--- src/rtl/motion_diff_detect.sv ---
`default_nettype none
// ============================================================================
//  Module   : motion_diff_detect
//  Purpose  : Frame-difference motion detector. Each pixel gets a registered
//             absolute difference and a strict threshold compare, producing a
//             binary mask with the sync signals delayed to match (2 clk).
//             Per-frame statistics (motion pixel count, motion flag and an
//             optional bounding box) are published once each frame completes.
//  Ports    : clk, rst_n                     - pixel clock, async active-low reset
//             data_cur, data_next, threshold - pixel pair and difference threshold
//             per_frame_vsync/href/clken     - input frame/line/pixel valid
//             post_frame_vsync/href/clken    - sync signals delayed by 2 clk
//             post_img_bit                   - mask, all-ones = motion
//             motion_cnt, motion_flag        - last completed frame statistics
//             frame_done                     - 1-cycle pulse on statistics update
//             bbox_xmin/xmax/ymin/ymax       - motion bounding box
//  Options  : MOTION_BBOX_EN - build the bounding-box trackers; when undefined
//             the bbox outputs are tied to 0.
//  Revision : 1.0 - initial release
// ============================================================================
module motion_diff_detect #(
    parameter int DATA_W     = 8,
    parameter int X_W        = 11,
    parameter int Y_W        = 11,
    parameter int CNT_W      = 21,
    parameter int MIN_PIXELS = 64
) (
    input  logic              clk,
    input  logic              rst_n,
    input  logic [DATA_W-1:0] data_cur,
    input  logic [DATA_W-1:0] data_next,
    input  logic [DATA_W-1:0] threshold,
    input  logic              per_frame_vsync,
    input  logic              per_frame_href,
    input  logic              per_frame_clken,
    output logic              post_frame_vsync,
    output logic              post_frame_href,
    output logic              post_frame_clken,
    output logic [DATA_W-1:0] post_img_bit,
    output logic [CNT_W-1:0]  motion_cnt,
    output logic              motion_flag,
    output logic              frame_done,
    output logic [X_W-1:0]    bbox_xmin,
    output logic [X_W-1:0]    bbox_xmax,
    output logic [Y_W-1:0]    bbox_ymin,
    output logic [Y_W-1:0]    bbox_ymax
);

    typedef enum logic [1:0] {
        S_IDLE    = 2'd0,
        S_ACTIVE  = 2'd1,
        S_PUBLISH = 2'd2
    } state_t;

    // ------------------------------------------------------------------
    // Pixel pipeline: stage 1 = |diff| + threshold capture, stage 2 = mask
    // ------------------------------------------------------------------
    logic [DATA_W-1:0] diff_d;
    logic [DATA_W-1:0] diff_q;
    logic [DATA_W-1:0] thr_q;
    logic [2:0]        sync1_q;   // {vsync, href, clken}
    logic [2:0]        sync2_q;
    logic              mask_q;

    // Subtract the smaller from the larger so the result never wraps.
    assign diff_d = (data_next >= data_cur) ? (data_next - data_cur)
                                            : (data_cur - data_next);

    always_ff @(posedge clk or negedge rst_n) begin
        if (!rst_n) begin
            diff_q  <= '0;
            thr_q   <= '0;
            sync1_q <= '0;
            sync2_q <= '0;
            mask_q  <= 1'b0;
        end else begin
            diff_q  <= diff_d;
            thr_q   <= threshold;
            sync1_q <= {per_frame_vsync, per_frame_href, per_frame_clken};
            sync2_q <= sync1_q;
            mask_q  <= (diff_q > thr_q);
        end
    end

    assign post_frame_vsync = sync2_q[2];
    assign post_frame_href  = sync2_q[1];
    assign post_frame_clken = sync2_q[0];
    assign post_img_bit     = {DATA_W{mask_q}};

    // ------------------------------------------------------------------
    // Frame control
    // ------------------------------------------------------------------
    logic   vs_prev_q;
    logic   armed_q;      // set once input vsync has been seen low after reset
    logic   pend_q, pend_d;
    state_t state_q, state_d;
    logic   vs_rise, vs_fall, hit;
    logic   clr, acc_en, publish;

    // A frame already running when reset is released must not be counted:
    // its post vsync rises out of the reset-cleared pipeline, so edges are
    // ignored until the input vsync has been observed low at least once.
    assign vs_rise = post_frame_vsync & ~vs_prev_q & armed_q;
    assign vs_fall = ~post_frame_vsync & vs_prev_q;
    assign hit     = post_frame_vsync & post_frame_href & post_frame_clken & mask_q;

    always_ff @(posedge clk or negedge rst_n) begin
        if (!rst_n) begin
            vs_prev_q <= 1'b0;
            armed_q   <= 1'b0;
            pend_q    <= 1'b0;
            state_q   <= S_IDLE;
        end else begin
            vs_prev_q <= post_frame_vsync;
            armed_q   <= armed_q | ~per_frame_vsync;
            pend_q    <= pend_d;
            state_q   <= state_d;
        end
    end

    always_comb begin
        state_d = state_q;
        pend_d  = pend_q;
        clr     = 1'b0;
        acc_en  = 1'b0;
        publish = 1'b0;
        case (state_q)
            S_IDLE: begin
                if (vs_rise || pend_q) begin
                    clr     = 1'b1;
                    pend_d  = 1'b0;
                    state_d = S_ACTIVE;
                end
            end
            S_ACTIVE: begin
                acc_en = 1'b1;
                if (vs_fall) begin
                    state_d = S_PUBLISH;
                end
            end
            S_PUBLISH: begin
                publish = 1'b1;
                // A new frame starting right now is remembered for IDLE.
                if (vs_rise) begin
                    pend_d = 1'b1;
                end
                state_d = S_IDLE;
            end
            default: state_d = S_IDLE;
        endcase
    end

    // ------------------------------------------------------------------
    // Motion pixel count and published statistics
    // ------------------------------------------------------------------
    logic [CNT_W-1:0] acc_q;
    logic [CNT_W-1:0] cnt_q;
    logic             flag_q;
    logic             done_q;

    always_ff @(posedge clk or negedge rst_n) begin
        if (!rst_n) begin
            acc_q  <= '0;
            cnt_q  <= '0;
            flag_q <= 1'b0;
            done_q <= 1'b0;
        end else begin
            if (clr) begin
                acc_q <= {{(CNT_W-1){1'b0}}, hit};
            end else if (acc_en && hit && (acc_q != {CNT_W{1'b1}})) begin
                acc_q <= acc_q + 1'b1;
            end
            if (publish) begin
                cnt_q  <= acc_q;
                flag_q <= (acc_q >= CNT_W'(MIN_PIXELS));
            end
            done_q <= publish;
        end
    end

    assign motion_cnt  = cnt_q;
    assign motion_flag = flag_q;
    assign frame_done  = done_q;

`ifdef MOTION_BBOX_EN
    // ------------------------------------------------------------------
    // Coordinates of the stage-2 pixel and bounding-box trackers
    // ------------------------------------------------------------------
    logic [X_W-1:0] x_q, xmin_q, xmax_q, bxmin_q, bxmax_q;
    logic [Y_W-1:0] y_q, ymin_q, ymax_q, bymin_q, bymax_q;
    logic           href_prev_q;

    always_ff @(posedge clk or negedge rst_n) begin
        if (!rst_n) begin
            x_q         <= '0;
            y_q         <= '0;
            href_prev_q <= 1'b0;
            xmin_q      <= '0;
            xmax_q      <= '0;
            ymin_q      <= '0;
            ymax_q      <= '0;
            bxmin_q     <= '0;
            bxmax_q     <= '0;
            bymin_q     <= '0;
            bymax_q     <= '0;
        end else begin
            href_prev_q <= post_frame_href;

            if (!post_frame_href) begin
                x_q <= '0;
            end else if (post_frame_clken && (x_q != {X_W{1'b1}})) begin
                x_q <= x_q + 1'b1;
            end

            if (!post_frame_vsync) begin
                y_q <= '0;
            end else if (href_prev_q && !post_frame_href && (y_q != {Y_W{1'b1}})) begin
                y_q <= y_q + 1'b1;
            end

            if (clr) begin
                xmin_q <= hit ? x_q : {X_W{1'b1}};
                xmax_q <= hit ? x_q : '0;
                ymin_q <= hit ? y_q : {Y_W{1'b1}};
                ymax_q <= hit ? y_q : '0;
            end else if (acc_en && hit) begin
                if (x_q < xmin_q) xmin_q <= x_q;
                if (x_q > xmax_q) xmax_q <= x_q;
                if (y_q < ymin_q) ymin_q <= y_q;
                if (y_q > ymax_q) ymax_q <= y_q;
            end

            // An empty frame leaves the trackers at their init values, so
            // publish zeros instead.
            if (publish) begin
                bxmin_q <= (acc_q == '0) ? '0 : xmin_q;
                bxmax_q <= (acc_q == '0) ? '0 : xmax_q;
                bymin_q <= (acc_q == '0) ? '0 : ymin_q;
                bymax_q <= (acc_q == '0) ? '0 : ymax_q;
            end
        end
    end

    assign bbox_xmin = bxmin_q;
    assign bbox_xmax = bxmax_q;
    assign bbox_ymin = bymin_q;
    assign bbox_ymax = bymax_q;
`else
    assign bbox_xmin = '0;
    assign bbox_xmax = '0;
    assign bbox_ymin = '0;
    assign bbox_ymax = '0;
`endif

endmodule
`default_nettype wire

--- config.mk ---
export PLATFORM = sky130hd
export DESIGN_NAME = motion_diff_detect
export DESIGN_NICKNAME = d
export VERILOG_FILES = /design/src/rtl/motion_diff_detect.sv
export SDC_FILE = /design/constraint.sdc
export NUM_CORES = 1
export LEC_CHECK = 0
export CAP_MARGIN = 25
export CORE_MARGIN = 2
export CORE_UTILIZATION = 44
export CTS_BUF_LIST = sky130_fd_sc_hd__clkbuf_8 sky130_fd_sc_hd__clkbuf_16
export DETAILED_ROUTE_END_ITERATION = 10
export PLACE_DENSITY_LB_ADDON = 0.2
export SETUP_SLACK_MARGIN = 0.05
export SLEW_MARGIN = 20
export SYNTH_ARGS = -nofsm -noshare
export SYNTH_HDL_FRONTEND = slang
export SYNTH_SLANG_ARGS = --single-unit
--- constraint.sdc ---
create_clock -name clk -period 1.96 [get_ports clk]
set_clock_uncertainty 0.05 [all_clocks]
set_input_delay 0.588 -clock clk [delete_from_list [all_inputs] [get_ports clk]]
set_output_delay 0.588 -clock clk [all_outputs]
set_load 0.02 [all_outputs]
# After elaboration in Yosys (flattened, before gate mapping)
# Cells that the tools add are included.
[word_totals]
reg_bits = 72
wordCells = 56
out_inout_bits = 78
[op_classes]
n_eq_ne = 6
reduce_logical = 8
add_sub_neg = 3
n_bitwise = 10
n_mux = 13
n_lt_le_gt_ge = 3
[ops]
columns = ["op", "count"]
rows = [
  ["$mux 21", 2],
  ["$add 21x1->21 const B", 1],
  ["$ge 21x7->1 const B", 1],
  ["$ne 21x21->1 const B", 1],
  ["$sub 8x8->8", 2],
  ["$ge 8x8->1", 1],
  ["$gt 8x8->1", 1],
  ["$mux 8", 1],
  ["$and 1x1->1", 6],
  ["$mux 1", 6],
  ["$ne 2x2->1 const B", 3],
  ["$mux 2", 2],
  ["$pmux 2 s2", 1],
  ["$reduce_bool 2->1", 2],
  ["$not 1->1", 3],
  ["$reduce_and 3->1", 1],
  ["$eq 2x1->1 const B", 1],
  ["$eq 2x2->1 const B", 1],
  ["$logic_and 1x1->1", 2],
  ["$logic_not 2->1", 1],
  ["$pmux 1 s2", 1],
  ["$reduce_and 2->1", 1],
  ["$logic_or 1x1->1", 1],
  ["$or 1x1->1", 1],
]

# Depth between registers and ports, before layout
# Gate-level depths: netlist of the first run.
[depth]
ltp_word = 7
ltp_mapped = 8

# Worst setup path before layout of the first run
# Ideal clock, no wire load.
[synth_path]
path_type = "input to register"
startpoint = "in data_cur[5]"
endpoint = "reg diff_q[2]"
path_stages = 8
t_required_ps = 1831
setup_slack_ps = -465
path_buffers = 1
setup_time_ps = 79
arrival_time_ps = 2296
cell_sequence = "inv_1 -> ha_1 -> clkbuf_1 -> a21oi_1 -> nor2_1 -> a2111oi_4 -> mux2i_1 -> xor2_1"
[synth_between]
elab_chain_cells = 2
[synth_lines]
columns = ["element", "line_no", "source"]
rows = [
  ["start, declared", "30", "input logic [DATA_W-1:0] data_cur,"],
  ["$ge 8x8->1", "66", "assign diff_d = (data_next >= data_cur) ? (data_next - data_cur)"],
  ["$mux 8", "66", ""],
  ["net diff_d[2]", "58", "logic [DATA_W-1:0] diff_d;"],
  ["end signal, assigned", "77", "diff_q <= diff_d;"],
  ["end, declared", "59", "logic [DATA_W-1:0] diff_q;"],
]
# The timed path passes the listed nets, and every way through them passes these cells.
# A chain may end at the register's enable or synchronous reset.

# Final worst setup path of the first run
[layout_path]
startpoint = "in data_cur[0]"
endpoint = "reg diff_q[4]"
[layout_between]
elab_chain_cells = 2
word_cells_on_any_way = 4
classes_between = "add/sub (2); order compare (1); mux (1)"
[layout_lines]
columns = ["element", "line_no", "source"]
rows = [
  ["$sub 8x8->8 (tied with other cells)", "67", ": (data_cur - data_next);"],
  ["$mux 8 (*)", "66", ""],
  ["net diff_d[4]", "58", ""],
]
# The timed path passes the listed nets; every way through them passes the cells marked *.

==> metrics.md, run 1 <==
| Metric | Value |
|---|---|
| Clock Sinks | `72` |
| Post-synthesis cell type count | `49` |
| Row Count | `35` |
| Largest net degree at the start of global routing | `73` |
| CP arrival | `2160 ps` |
| CP Data Required Time | `2130 ps` |
| FILL cells | `791` |
| Fin. max-slew vios | `0` |
| Via Count | `3187` |
| IO Port Bufs | `62` |
| Max_cap viols | `0` |
| Die W | `100.2 um` |
| Core Area | `9109 um2` |
| Setup violators final | `2` |
| H-Tree Depth | `3` |
| R2R setup slack | `-10 ps` |
| Vias in the first global route | `3128` |
| Die ar. | `10050 um2` |
| First-pass iteration count of the detailed router | `4` |
| Crit-path max FO | `4` |
| Synthesized instance count | `396` |
| Tot GR Track Use | `0.1841` |
| FF+latch count, synth | `72` |
| Mapped Area | `4074 um2` |
| Worst hold margin | `214.9 ps` |
| Post-synth top flop | `dfrtp_1` |
| Leak | `2.875 nW` |
| First-pass GRT wire length | `14550 um` |
| Failing checks | `setup timing` |
| Max clock buf depth | `2` |
| Final wirelength | `8829 um` |
| RSZ-0062 raised after global routing | `true` |
| CTS Buf Count | `9` |
| Crit share post-route | `1.013` |
| Outcome | `finished with violations` |
| CP Class | `in2reg` |
| Initial antenna violation count | `0` |
| Reg2reg end | `acc_q[1]` |
| Power Dens Cells | `722.6 nW/um2` |
| Hold-fix buffers at CTS | `0` |
| Synth top area share | `0.4423` |
| DRT antenna net count | `0` |
| Sequential area share after synthesis | `0.4423` |
| Clk_lat worst skew | `350 ps` |
| Synth async-reset ratio | `1.000` |
| Fmax | `0.5039 GHz` |
| Clock Power Share | `0.289` |
| Sw Share | `0.3165` |
| Initial core utilization | `0.4473` |
| Top post-synthesis cells by count | `dfrtp_1, buf_4, nand2_1` |
| Worst R2R Start | `acc_q[0]` |
| Final-report hold violation count | `0` |
| Post-Syn Area per Cell | `10.29 um2` |
| Clk root buf | `clkbuf_8` |
| Comb pwr share | `0.302` |
| Pint | `2.766 mW` |
| Nets | `587` |
| # diodes | `0` |
| Chip height | `100.2 um` |
| EDFF count, synth | `0` |
| Net load switching power | `1.281 mW` |
| Placer Congestion | `0.8702` |
| Via-per-instance ratio | `4.926` |
| Peak supply drop | `312.1 uV` |
| R2R depth | `6` |
| Post-layout worst setup margin | `-24.67 ps` |
| # IOs | `107` |
| DP HPWL | `6250 um` |
| CTS clk-pin slew, worst paths | `70 ps` |
| Post-layout total power | `4.048 mW` |
| Wire per inst | `13.65 um` |
| Drc violations | `0` |
| Top-count cell post-synth | `dfrtp_1` |
| Startpoint types | `input pin` |
| GRT overflow | `0` |
| Nature of the critical path endpoint | `flop` |
| Drt first-iter violations | `96` |
| Area leader, netlist | `dfrtp_1` |
| Share of layout cells above drive strength 1 | `0.3209` |
| Min-Delay Path Class | `in2async` |
| Synth area leaders | `dfrtp_1, buf_4, ha_1` |
| P&R area growth vs syn | `37.50%` |
| Period minus WS final | `1985 ps` |
| YS warnings | `0` |
| CTS tree | `yes` |
| Reg power frac | `0.409` |
## critical path, cell delays in order
cell and delay, ps:
buf_8 100, ha_4 150, fa_2 340, nand3b_1 220
a31oi_4 210, a2111oi_4 50, buf_4 170, mux2i_2 150
xor2_1 170
## cell families after synthesis
| family | share of synthesized area |
|---|---|
| mux | 0.08139 |
| flops | 0.4423 |
| buf+inv | 0.1336 |
| fa+ha+maj | 0.08661 |
| compound gates | 0.09705 |
| xor+xnor | 0.01935 |
| other cells | 0.0009205 |
| simple gates | 0.1388 |
## layer usage
| metal | vias up | part of all wire | wire (um) | global-route usage |
|---|---|---|---|---|
| met3 | 12 | 0.046 | 404 | 0.03691 |
| li1 | 1533 | - | - | - |
| met5 | - | 0 | 0 | 0 |
| met1 | 1556 | 0.43 | 3797 | 0.2373 |
| met2 | 86 | 0.51 | 4511 | 0.3082 |
| met4 | 0 | 0.013 | 116 | 0.06639 |
## worst max path at each step
stage,startpoint,end,slack (ps),cells past startpoint
after CTS,data_next[0],diff_q[4],-50,10
after global placement,data_cur[0],diff_q[5],-890,8
after detailed placement,data_cur[0],diff_q[4],-1030,8
final,data_cur[0],diff_q[4],-20,9
after floorplan,data_next[3],diff_q[2],-330,7
after global routing,data_cur[0],diff_q[4],-80,9
## registers in the layout (all words and copies together) (netlist names)
name         flops
acc_q           21
sync1_q          3
motion_cnt      21
state_q          2
thr_q            8
armed_q          1
frame_done       1
pend_q           1
diff_q           8
sync2_q          3
mask_q           1
vs_prev_q        1
motion_flag      1
## layout make-up
cell class / count / area, um2 / area share
Inverter: 31 / 123.9 / 0.02211
Clock buffer: 11 / 151.4 / 0.02703
Multi-Input combinational cell: 275 / 2168 / 0.3871
Clock inverter: 5 / 47.55 / 0.008488
Tap cell: 111 / 138.9 / 0.02479
Timing Repair Buffer: 142 / 1170 / 0.2088
Sequential cell: 72 / 1802 / 0.3216
## power groups by stage
stage	registers [mW]	clock network (mW)	logic (mW)
3_5_place_dp	1.68	0	1.14
3_3_place_gp	1.67	0	1.11
6_report	1.66	1.17	1.22
4_1_cts	1.66	1.20	1.15
5_1_grt	1.67	1.27	1.33
2_1_floorplan	1.70	0	0.765
## timing repair
action / 4_1_cts / 5_1_grt
resized for setup: 103 / 40
pin swaps: 16 / 25
buffers inserted: 12 / 5
setup endpoints to repair: 59 / 21
hold endpoints to repair: 0 / 0
## placed cells by master (no fill, tap or decap), types with 6 or more instances in the layout
master	instances
o21ai_0	13
buf_4	74
nor2_1	10
nand4_1	7
ha_1	17
clkbuf_2	9
nand2_1	30
clkbuf_8	11
buf_6	6
mux2i_1	13
nor2b_1	6
a21oi_1	16
ha_4	8
dlygate4sd2_1	35
clkdlybuf4s50_1	11
inv_2	6
dfrtp_1	72
inv_1	25
nand2b_1	6
conb_1	44
mux2_2	17
or3_1	6
## metrics by stage
stage | utilization | cell area, um2 | setup slack (ps) | instances | TNS, ps
2_1_floorplan | - | 4303 | -329.4 | 439 | -2102
3_3_place_gp | 0.5592 | 5094 | -892.0 | 614 | -6836
3_5_place_dp | 0.5592 | 5094 | -1028 | 614 | -8030
4_1_cts | 0.6051 | 5512 | -46.14 | 642 | -190.5
5_1_grt | 0.6150 | 5602 | -75.23 | 647 | -474.1
6_report | 0.6150 | 5602 | -24.67 | 647 | -37.35
Note: power is estimated with default switching activity, not from simulation.
==> run 2, diff against run 1 <==
CORE_UTILIZATION = 42   (was 44)
clock period = 1.7 ns   (was 1.96 ns; I/O delays follow)
==> run 2 against run 1 <==
Compared with the run above:
- the run still ends with setup timing left
- critical path type unchanged
- wire length is 2.6% higher
- largest cell class unchanged
- first-iteration DRC count is 30% lower
- critical endpoint unchanged
- die area is 4.6% higher
- hold slack worse by 110 ps
==> metrics.md, run 2 (synthesis results as in run 1) <==
| Metric | Value |
|---|---|
| Outcome | `finished with violations` |
| Failing checks | `setup timing` |
| Initial antenna violation count | `0 (unchanged)` |
| Vias in the first global route | `3173 (+1.4%)` |
| Clock Sinks | `72 (unchanged)` |
| CP arrival | `2130 ps (-30 ps)` |
| Setup violators final | `27 (+25)` |
| Commonest non-fill, non-tap cells in the layout | `buf_4, dfrtp_1, conb_1` |
| Via Count | `3179 (-0.25%)` |
| Crit-path max FO | `7 (+3)` |
| Die W | `102.5 um (+2.3%)` |
| Crit share post-route | `1.138` |
| Crit-path slowest cell | `fa_2` |
| Placed cell areas | `5246 um2 (+3.0%)` |
| CP Class | `in2reg` |
| Max clock buf depth | `2 (unchanged)` |
| Core Area | `9328 um2 (+2.4%)` |
| Largest net degree at the start of global routing | `73 (unchanged)` |
| GRT overflow | `0 (unchanged)` |
| CTS tree | `yes` |
| Wire per inst | `13.46 um (-1.3%)` |
| CTS clk-pin slew, worst paths | `80 ps (about the same)` |
| Multi-input gate area | `2220 um2 (+2.4%)` |
| FILL cells | `755 (-4.6%)` |
| P&R area growth vs syn | `43.27%` |
| Final-report hold violation count | `0 (unchanged)` |
| Clk root buf | `clkbuf_8` |
| Startpoint types | `input pin` |
| Row Count | `35 (unchanged)` |
| Register area | `1808 um2 (+0.35%)` |
| Max stage delay on crit path | `380 ps (+40 ps)` |
| Clk_lat worst skew | `360 ps (about the same)` |
| Max_cap viols | `0 (unchanged)` |
| Fmax | `0.5168 GHz` |
| First-pass iteration count of the detailed router | `4 (unchanged)` |
| DP HPWL | `6372 um (+1.9%)` |
| # diodes | `0 (unchanged)` |
| Tot GR Track Use | `0.1768 (-0.007305)` |
| Final wirelength | `9061 um (+2.6%)` |
| Leading cell type in the layout, fill and taps excluded | `buf_4` |
| RSZ-0062 raised after global routing | `true` |
| Crit-path cells | `buf_8 -> ha_4 -> fa_2 -> nand3b_1 -> a31oi_2 -> a2111oi_4 -> buf_6 -> mux2i_2 -> xor2_1` |
| Post-route cell area | `5837 um2 (+4.2%)` |
| Via-per-instance ratio | `4.724 (-4.1%)` |
| Drc violations | `0 (unchanged)` |
| Nets | `595 (+1.4%)` |
| H-Tree Depth | `3 (unchanged)` |
| Chip height | `102.5 um (+2.3%)` |
| CTS Buf Count | `9 (unchanged)` |
| Hold-fix buffers at CTS | `0 (unchanged)` |
| Min-Delay Path Class | `in2async` |
| Leak | `2.953 nW (+2.7%)` |
| Post-layout worst setup margin | `-235.0 ps (-210.4 ps)` |
| Post-layout total power | `4.597 mW (+14%)` |
| Fin. max-slew vios | `0 (unchanged)` |
| First-pass GRT wire length | `14500 um (-0.38%)` |
| Share of layout cells above drive strength 1 | `0.3750 (+0.05410)` |
| IO Port Bufs | `62 (unchanged)` |
| Initial core utilization | `0.4368 (-0.01050)` |
| Period minus WS final | `1935 ps` |
| Die ar. | `10500 um2 (+4.6%)` |
| # IOs | `107 (unchanged)` |
| Drt first-iter violations | `67 (-30%)` |
| Peak supply drop | `518.2 uV (+66%)` |
| Placer Congestion | `0.8722 (+0.23%)` |
| Power Dens Cells | `787.6 nW/um2 (+9.0%)` |
| Nature of the critical path endpoint | `flop` |
| CP Data Required Time | `1890 ps (-240 ps)` |
| DRT antenna net count | `0 (unchanged)` |
[run 2: report_power, final]
group          switching [mW]  internal, mW  total (mW)
Combinational           0.791         0.639        1.43
Sequential             0.0762          1.84        1.92
Clock                   0.679         0.573        1.25
[run 2: final cells by class]
type	count	share of cell area
Inverter	31	0.02122
Tap cell	129	0.02765
Clock buffer	10	0.02358
Clock inverter	6	0.007503
Sequential cell	72	0.3098
Timing Repair Buffer	150	0.2300
Multi-Input combinational cell	275	0.3803
[run 2: worst paths after layout]
| path | cells past startpoint | start | slack, ps | endpoint |
|---|---|---|---|---|
| worst max-delay path | 9 | data_cur[0] | -240 | diff_q[4] |
| worst min-delay path | 2 | rst_n | 110 | motion_cnt[0] |
| worst max register to register | 7 | acc_q[0] | -240 | acc_q[13] |
| worst min register to register | 0 | sync1_q[1] | 310 | sync2_q[1] |
| max in group asynchronous | 2 | rst_n | 1150 | acc_q[2] |
| min in group clk | 0 | sync1_q[1] | 310 | sync2_q[1] |
[run 2: timing repair]
action	4_1_cts	5_1_grt
gates resized for setup	111	88
setup buffers	5	11
cloned	0	0
endpoints found under the setup margin	60	51
pin swaps	20	21
[run 2: critical path, delay by kind of cell]
family | cells | cell delay [ps]
buffers and inverters | 2 | 250
AND/OR/NAND/NOR | 1 | 190
AO/OA/AOI/OAI | 2 | 300
adder cells (fa/ha/maj) | 2 | 540
XOR/XNOR | 1 | 170
multiplexers | 1 | 150
[run 2: per-stage QoR]
stage | utilization | setup TNS [ps] | hold slack, ps | setup WS [ps] | cells
after floorplan | - | -4969 | 164.4 | -511.4 | 439
after CTS | 0.5941 | -5626 | 134.3 | -454.1 | 665
after global placement | 0.5624 | -9833 | 282.2 | -1088 | 644
final | 0.6258 | -4604 | 105.1 | -235.0 | 673
after global routing | 0.6258 | -6827 | 131.3 | -335.0 | 673
after detailed placement | 0.5624 | -10930 | 291.1 | -1175 | 644
[run 2: per-layer routing]
metal,global-route usage,wire length (um),vias to the layer above
met5,0,0,-
met4,0.07282,129,0
met3,0.03215,416,12
met2,0.3007,4592,88
met1,0.2216,3921,1530
li1,-,-,1549
